[src/rtl/exc_ctrl.sv]
// Exception/IRQ sequencer for decode: picks illop vs. synced IRQ and injects the trap only into a safe slot.
// Latency: irq edge -> 2-flop sync -> trap in the first safe cycle; illop traps in the same cycle it is seen.
// Backpressure: stall or an in-flight branch defers injection (ARM); WAIT_K blocks re-trap until kernel entry or timeout.
module exc_ctrl #(
    parameter int          NUM_IRQ       = 4,
    parameter logic [31:0] ILLOP_VEC     = 32'h8000_0004,
    parameter logic [31:0] IRQ_VEC_BASE  = 32'h8000_0008,
    parameter int          ENTRY_TIMEOUT = 8
) (
    input  logic               clk,
    input  logic               rst,
    input  logic [NUM_IRQ-1:0] irq,
    input  logic [31:0]        pc_decode,
    input  logic               op_ill,
    input  logic               stall,
    input  logic               op_br_or_jmp_ex,
    input  logic               op_br_or_jmp_mem,
    output logic               current_exception,
    output logic               preceding_exception,
    output logic [31:0]        exc_vec,
    output logic [3:0]         exc_cause,
    output logic               exc_taken,
    output logic [NUM_IRQ-1:0] irq_ack
);

    localparam int CW = (ENTRY_TIMEOUT > 2) ? $clog2(ENTRY_TIMEOUT) : 1;

    typedef enum logic [1:0] {IDLE, ARM, SQUASH, WAIT_K} state_t;

    state_t             state_q, state_d;
    logic [CW-1:0]      cnt_q, cnt_d;
    logic [NUM_IRQ-1:0] sync1_q, sync1_d, sync2_q, sync2_d;
    logic [31:0]        vec_q, vec_d;
    logic [3:0]         cause_q, cause_d;

    logic [NUM_IRQ-1:0] pend;
    logic               safe, req, inject;
    logic [31:0]        win_vec;
    logic [3:0]         win_cause;
    logic [NUM_IRQ-1:0] win_ack;
    logic               pc_unused;

    // Only the kernel-mode bit of the decode PC matters here.
    assign pc_unused = ^pc_decode[30:0];

    always_comb begin
        sync1_d = irq;
        sync2_d = sync1_q;
        pend    = sync2_q & ~{NUM_IRQ{pc_decode[31]}};
        safe    = !stall && !op_br_or_jmp_ex && !op_br_or_jmp_mem;
        req     = op_ill || (|pend);

        win_vec   = '0;
        win_cause = '0;
        win_ack   = '0;
        if (op_ill) begin
            win_vec   = ILLOP_VEC;
            win_cause = 4'd1;
        end else begin
            // Walk from lowest priority upward so irq[0] overwrites last.
            for (int i = NUM_IRQ - 1; i >= 0; i--) begin
                if (pend[i]) begin
                    win_vec    = IRQ_VEC_BASE + 32'(4 * i);
                    win_cause  = 4'(8 + i);
                    win_ack    = '0;
                    win_ack[i] = 1'b1;
                end
            end
        end

        inject  = ((state_q == IDLE) || (state_q == ARM)) && safe && req;
        state_d = state_q;
        cnt_d   = cnt_q;
        vec_d   = vec_q;
        cause_d = cause_q;

        case (state_q)
            IDLE, ARM: begin
                if (inject)   state_d = SQUASH;
                else if (req) state_d = ARM;
                else          state_d = IDLE;
            end
            SQUASH: begin
                state_d = WAIT_K;
                cnt_d   = CW'(ENTRY_TIMEOUT - 1);
            end
            WAIT_K: begin
                if (pc_decode[31] || (cnt_q == '0)) state_d = IDLE;
                else                                cnt_d   = cnt_q - 1'b1;
            end
            default: state_d = IDLE;
        endcase

        if (inject) begin
            vec_d   = win_vec;
            cause_d = win_cause;
        end
    end

    always_ff @(posedge clk or negedge rst) begin
        if (!rst) begin
            state_q <= IDLE;
            cnt_q   <= '0;
            sync1_q <= '0;
            sync2_q <= '0;
            vec_q   <= '0;
            cause_q <= '0;
        end else begin
            state_q <= state_d;
            cnt_q   <= cnt_d;
            sync1_q <= sync1_d;
            sync2_q <= sync2_d;
            vec_q   <= vec_d;
            cause_q <= cause_d;
        end
    end

    // Outputs are forced low while reset is held so nothing escapes mid-sequence.
    assign current_exception   = rst && inject;
    assign exc_taken           = rst && inject;
    assign preceding_exception = rst && (state_q == SQUASH);
    assign exc_vec             = !rst ? '0 : (inject ? win_vec : vec_q);
    assign exc_cause           = !rst ? '0 : (inject ? win_cause : cause_q);
    assign irq_ack             = (rst && inject) ? win_ack : '0;

endmodule

[config.mk]
export PLATFORM = sky130hd
export DESIGN_NAME = exc_ctrl
export DESIGN_NICKNAME = d
export VERILOG_FILES = /design/src/rtl/exc_ctrl.sv
export SDC_FILE = /design/constraint.sdc
export NUM_CORES = 1
export LEC_CHECK = 0
export ABC_AREA = 1
export CORE_MARGIN = 2
export CORE_UTILIZATION = 37
export CTS_BUF_LIST = sky130_fd_sc_hd__clkbuf_8
export DETAILED_ROUTE_END_ITERATION = 16
export GPL_ROUTABILITY_DRIVEN = 0
export PLACE_DENSITY = 0.71
export SLEW_MARGIN = 30
export SYNTH_ARGS = -nofsm -noshare
export SYNTH_HDL_FRONTEND = slang
export SYNTH_SLANG_ARGS = --single-unit
export TNS_END_PERCENT = 50
[constraint.sdc]
create_clock -name clk -period 1.85 [get_ports clk]
set_input_delay 0.37 -clock clk [delete_from_list [all_inputs] [get_ports clk]]
set_output_delay 0.37 -clock clk [all_outputs]
set_load 0.1 [all_outputs]
==> results.json, run 1 <==
{
  "synth_cell_types": 24,
  "avgSynthCellArea_um2": 9.75,
  "layout.nets": 360,
  "fin_crit_ns": 2.25,
  "die_w_um": 81.3,
  "track_usage": 0.175,
  "power.leakage_uw": 0.00178,
  "die_h_um": 81.3,
  "hpwlAfterDp_mm": 3.49,
  "cts-buffers-inserted": 5,
  "wire_per_inst_um": 14.2,
  "p_sw_uw": 1370,
  "root_buffer": "clkbuf_8",
  "arrival_ns": 1.88,
  "ctsHoldBuffers": 0,
  "run_status": "complete, but fails checks",
  "fin_tns_setup_ns": -14.63,
  "via_per_inst": 4.65,
  "antenna_found_initial": 0,
  "cp-start-kind": "register",
  "syn_inst": 227,
  "crit_required_ns": 1.48,
  "synthArstFlopShare": 1.00,
  "fin_area_um2": 4250,
  "design.die.area_um2": 6620,
  "finalMaxSlewViolations": 0,
  "drive_above_1_share": 0.558,
  "synth_nets": 271,
  "ys.flop_type": "dfrtp_1",
  "switching_share": 0.392,
  "cts.sinks": 49,
  "clockPowerShare": 0.191,
  "antenna_cells": 0,
  "critPathMaxStageDelay_ns": 0.42,
  "syn-cell-area_um2": 2210,
  "rows": 28,
  "crit_family": "buffers and inverters",
  "grt.overflow.total": 0,
  "fin_ws_ns": -0.396,
  "worst_slew_pin_slew_ns": 0.602,
  "start_util": 0.378,
  "yosys_warnings": 0,
  "cts_max_level": 2,
  "dr_total_vias": 1822,
  "synth_enable_flop_cells": 0,
  "dp_slack_ns": -0.448,
  "instances_no_fill": 392,
  "firstDrtPassIters": 4,
  "yosysSeqAreaShare": 0.554,
  "hold_viol": 0,
  "max-vdd-ir-drop_mv": 0.699,
  "power_frac_seq": 0.375,
  "drtAntennaViolNets": 0,
  "io_pins": 85,
  "syn_to_final_growth_pct": 91.9,
  "holdWs_ns": 0.185,
  "grt_pass1_wl_mm": 8.66,
  "fillCellCount": 357,
  "rsz0062_at_grt": "yes",
  "cpMostUsedCell": "buf_4",
  "grt_pass1_vias": 1868,
  "crit_chain": "o21ai_4, buf_4, buf_4, inv_1, nor2_2, nand3_4, a21oi_4, buf_12",
  "power_density_nw_per_um2": 823,
  "timing.critical_path.fanout_max": 4,
  "fin_crit_sh": 1.21,
  "finClkSkew_ns": 0.00593,
  "violations": "setup timing",
  "max_freq_ghz": 0.445,
  "crit_path_end_kind": "output port",
  "synth_area_leader_cell": "dfrtp_1",
  "clock_path_buffers": 2,
  "crit_path_top_delay_cell": "dfrtp_1",
  "power.internal_uw": 2130,
  "ys_ff_latch": 49,
  "synth_top_area_frac": 0.554,
  "drc": 0,
  "p_comb_frac": 0.434,
  "maxCapViolCount": 0,
  "timing_worst_setup_path_type": "reg2out",
  "placed_cell_area_um2": 3800,
  "cts_tree": "built",
  "hold_class": "in2async",
  "drt-initial-drc-count": 31,
  "grt_max_degree": 50,
  "cts.clk_slew.worst_paths_ns": 0.08,
  "critPathBufInv": 4,
  "port_buffers": 53,
  "clock_latency_ns": 0.30,
  "wl_mm": 5.58,
  "dp.cells": 370,
  "core_um2": 5850,
  "setup-violations-final": 42,
  "slew_headroom": 0.599,
  "synth_area_leaders": "dfrtp_1, nor2_4, inv_1, nor3_1, nor2_1"
}
[cell families (layout without fill, tap and decap cells)]
logic type | Yosys count | in the layout | synth area share
buffers and inverters | 59 | 149 | 0.123
adder cells (fa/ha/maj) | 2 | 2 | 0.0113
AND/OR/NAND/NOR | 104 | 104 | 0.273
flip-flops | 49 | 49 | 0.554
AO/OA/AOI/OAI | 13 | 13 | 0.0384
[worst reg2reg max path: cells and delay by family, from the launching register on]
kind / cells / cell delay, ns
buffers and inverters: 4 / 0.73
flip-flops: 1 / 0.45
AND/OR/NAND/NOR: 3 / 0.35
[what timing repair did]
| action | CTS | global route |
|---|---|---|
| pin swaps | 8 | 10 |
| gates cloned | 0 | 1 |
| hold endpoints to repair | 0 | 0 |
| gates resized for setup | 33 | 17 |
| setup buffers | 8 | 5 |
| setup endpoints to repair | 42 | 42 |
[cell type report]
cell class,count,area [um2],area share
repair buffers,94,1400,0.329
multi-input cells,119,1240,0.292
flip-flops and latches,49,1230,0.289
inverters,47,188,0.0442
clock buffers,7,96.3,0.0227
well taps,75,93.8,0.0221
clock inverters,1,5.00,0.00118
[state kept, by name, summed over array words and instances, names as in the netlist]
| register | cells |
|---|---|
| sync1_q | 4 |
| sync2_q | 4 |
| cnt_q | 3 |
| state_q | 2 |
| vec_q | 32 |
| cause_q | 4 |
[power by group through the flow]
stage	Combinational, uW	Sequential, uW	Clock, uW
after floorplan	885	1280	0
final	1520	1310	668
after global routing	1600	1320	737
after detailed placement	1340	1300	0
after global placement	1310	1300	0
after CTS	1410	1290	691
[Yosys cell counts (2+ instances only)]
master	number
nor2_4	20
inv_2	2
ha_1	2
a21oi_1	6
buf_2	3
clkbuf_1	4
inv_1	45
buf_4	2
nor2_1	23
a22oi_1	2
nand3_1	7
o21ai_0	2
nor3_1	31
nand4_1	2
buf_12	2
dfrtp_1	49
nand2_1	18
[routing by layer]
| metal | global-route usage | part of all wire | wire (um) | vias up |
|---|---|---|---|---|
| li1 | - | - | - | 876 |
| met1 | 0.209 | 0.38 | 2140 | 896 |
| met2 | 0.309 | 0.56 | 3120 | 39 |
| met3 | 0.0322 | 0.035 | 197 | 11 |
| met4 | 0.0746 | 0.022 | 124 | 0 |
| met5 | 0 | 0 | 0 | - |
[path summary, 6_finish.rpt]
path	start	to	slack, ns	cells past startpoint
min reg2reg	sync1_q[3]$_DFF_PN0_	sync2_q[3]$_DFF_PN0_	0.35	0
max	sync2_q[1]$_DFF_PN0_	exc_vec[4]	-0.40	8
min	rst	sync2_q[0]$_DFF_PN0_	0.18	2
max in group asynchronous	rst	vec_q[26]$_DFF_PN0_	1.27	2
max reg2reg	state_q[1]$_DFFE_PN0P_	vec_q[10]$_DFF_PN0_	0.20	7
min in group clk	sync1_q[3]$_DFF_PN0_	sync2_q[3]$_DFF_PN0_	0.35	0
[metrics by stage]
step,util,power [uW]
finish,0.726,3500
global placement,0.649,2610
global route,0.726,3660
floorplan,-,2170
detailed placement,0.649,2640
CTS,0.700,3390
[placed cells by master (no fill, tap or decap), types with 2 or more instances in the layout]
cell type and instances:
clkbuf_8 7, nor2_1 15, nand2_4 3, a22oi_1 2, clkdlybuf4s50_1 4, clkdlybuf4s15_1 4, a21oi_2 2, buf_12 50
nor3_4 29, a21oi_4 4, dfrtp_1 49, nand2_2 3, nand3_4 2, buf_6 3, ha_1 2, o21ai_4 2
nor2_2 2, inv_1 42, nand3_2 2, nand3_1 4, nand4_1 2, inv_2 3, nor2_4 27, nand2_1 12
o21ai_0 2, buf_4 29
No activity file was read; power rests on OpenSTA's default activity.
==> run 2: changes to the inputs <==
--- a/config.mk
+++ b/config.mk
@@ -8,9 +8,9 @@
 export ABC_AREA = 1
 export CORE_MARGIN = 2
-export CORE_UTILIZATION = 37
+export CORE_UTILIZATION = 45
 export CTS_BUF_LIST = sky130_fd_sc_hd__clkbuf_8
 export DETAILED_ROUTE_END_ITERATION = 16
 export GPL_ROUTABILITY_DRIVEN = 0
-export PLACE_DENSITY = 0.71
+export PLACE_DENSITY = 0.84
 export SLEW_MARGIN = 30
 export SYNTH_ARGS = -nofsm -noshare
==> constraint.sdc (replaced) <==
create_clock -name clk -period 1.85 [get_ports clk]
set_input_delay 0.37 -clock clk [delete_from_list [all_inputs] [get_ports clk]]
set_output_delay 0.37 -clock clk [all_outputs]
set_load 0.02 [all_outputs]
==> run 2 against run 1 <==
  * The run still ends with setup timing left
  * Combinational power decreased by 41%
  * Die area down 17%
  * Critical path depth fell by 1
  * Utilization is 2.7 points higher
  * Via count up 0.27%
  * Hold slack worse by 0.016 ns
  * Cell area fell by 16%
  * Sequential share of layout area grew 5.6 points
  * Register-to-register slack better by 0.06 ns
  * Sequential power about the same
  * Routed wire length shrank 5.7%
==> results.json, run 2 (same netlist as run 1, synthesis figures left out) <==
{
  "cts_tree": "built",
  "crit_path_top_delay_cell": "dfrtp_1",
  "slew_headroom": 0.595,
  "drive_above_1_share": 0.555,
  "crit_family": "flip-flops",
  "power_density_nw_per_um2": 785,
  "port_buffers": 53,
  "setup-violations-final": 42,
  "die_h_um": 74.1,
  "maxCapViolCount": 0,
  "power_frac_seq": 0.464,
  "finalMaxSlewViolations": 0,
  "antenna_cells": 0,
  "cts.clk_slew.worst_paths_ns": 0.08,
  "antenna_found_initial": 0,
  "fin_crit_ns": 2.11,
  "grt_max_degree": 50,
  "fin_ws_ns": -0.256,
  "design.die.area_um2": 5500,
  "fillCellCount": 305,
  "final_common_cell": "buf_4",
  "rows": 25,
  "hold_class": "in2async",
  "ctsHoldBuffers": 0,
  "dr_total_vias": 1827,
  "run_status": "complete, but fails checks",
  "firstDrtPassIters": 4,
  "final_util": 0.753,
  "drtAntennaViolNets": 0,
  "worst_slew_pin_slew_ns": 0.608,
  "io_pins": 85,
  "cp-start-kind": "register",
  "hpwlAfterDp_mm": 3.23,
  "timing.critical_path.fanout_max": 6,
  "final_cell_mix": "buf_4, dfrtp_1, inv_1",
  "top_register": "vec_q",
  "clock_latency_ns": 0.30,
  "critPathBufInv": 2,
  "max_freq_ghz": 0.475,
  "finClkSkew_ns": 0.00672,
  "drc": 0,
  "rsz0062_at_grt": "yes",
  "grt_pass1_vias": 1849,
  "core_um2": 4720,
  "p_comb_frac": 0.323,
  "arrival_ns": 1.74,
  "max-vdd-ir-drop_mv": 0.467,
  "timing_worst_setup_path_type": "reg2out",
  "cts.sinks": 49,
  "grt_pass1_wl_mm": 8.34,
  "cts-buffers-inserted": 5,
  "critPathMaxStageDelay_ns": 0.41,
  "layout.nets": 371,
  "cts_max_level": 2,
  "clock_path_buffers": 2,
  "p_sw_uw": 912,
  "clockPowerShare": 0.213,
  "start_util": 0.469,
  "fin_crit_sh": 1.14,
  "crit_required_ns": 1.48,
  "hold_viol": 0,
  "grt.overflow.total": 0,
  "violations": "setup timing",
  "wl_mm": 5.26,
  "crit_path_end_kind": "output port",
  "holdWs_ns": 0.168,
  "die_w_um": 74.1,
  "syn_to_final_growth_pct": 60.7,
  "drt-initial-drc-count": 79,
  "switching_share": 0.327,
  "via_per_inst": 4.63,
  "power.internal_uw": 1880,
  "fin_tns_setup_ns": -8.36,
  "track_usage": 0.202,
  "power.leakage_uw": 0.00165,
  "crit_chain": "o21ai_2, nand3_2, nand2_4, buf_6, nand2_2, a21oi_2, buf_4",
  "wire_per_inst_um": 13.3,
  "largest_register_ffs": 32,
  "root_buffer": "clkbuf_8"
}
run 2: cell count changes in the layout (fill, tap and decap cells not counted), moves of 5 or more:
cell	before	now
buf_12	50	3
nor2_4	27	22
buf_4	29	64
nor3_4	29	11
buf_6	3	23
nor3_2	1	18
run 2: power groups by stage:
stage	Combinational, uW	Clock, uW	Sequential, uW
2_1_floorplan	436	0	1280
3_3_place_gp	702	0	1280
3_5_place_dp	727	0	1300
4_1_cts	811	610	1280
5_1_grt	981	654	1310
6_report	903	595	1290
run 2: what timing repair did:
| action | 4_1_cts | 5_1_grt |
|---|---|---|
| gates cloned | 2 | 0 |
| endpoints found under the setup margin | 43 | 43 |
| endpoints found under the hold margin | 0 | 0 |
| buffers inserted | 12 | 5 |
| gates resized for setup | 292 | 52 |
| pin swaps | 9 | 6 |
run 2: final cells by class:
class,count,area [um2],area share
Clock buffer,5,68.8,0.0194
Inverter,47,184,0.0517
Multi-Input combinational cell,119,1020,0.288
Timing Repair Buffer,105,956,0.269
Tap cell,67,83.8,0.0236
Clock inverter,3,13.8,0.00387
Sequential cell,49,1230,0.345
run 2: routing by layer:
metal / vias up / share of wire / GRT usage
met4: 0 / 0.026 / 0.0909
met3: 20 / 0.032 / 0.0379
met5: - / 0 / 0
met1: 866 / 0.41 / 0.242
met2: 49 / 0.53 / 0.353
li1: 892 / - / -
run 2: worst paths after layout:
check	endpoint	startpoint	slack [ns]	cells past startpoint
worst max-delay path	exc_vec[4]	sync2_q[3]$_DFF_PN0_	-0.26	7
min in group clk	sync2_q[0]$_DFF_PN0_	sync1_q[0]$_DFF_PN0_	0.35	0
worst min register to register	sync2_q[0]$_DFF_PN0_	sync1_q[0]$_DFF_PN0_	0.35	0
worst min-delay path	sync2_q[1]$_DFF_PN0_	rst	0.17	2
max in group asynchronous	vec_q[29]$_DFF_PN0_	rst	1.27	2
worst max register to register	state_q[1]$_DFFE_PN0P_	sync2_q[3]$_DFF_PN0_	0.26	9
run 2: through the flow:
step | total power (uW) | area [um2] | std cells | setup WS (ns)
global placement | 1990 | 3000 | 368 | -0.760
floorplan | 1720 | 2220 | 227 | 0.0232
CTS | 2710 | 3320 | 390 | -0.212
global route | 2940 | 3560 | 395 | -0.340
finish | 2790 | 3560 | 395 | -0.256
detailed placement | 2020 | 3000 | 368 | -0.781
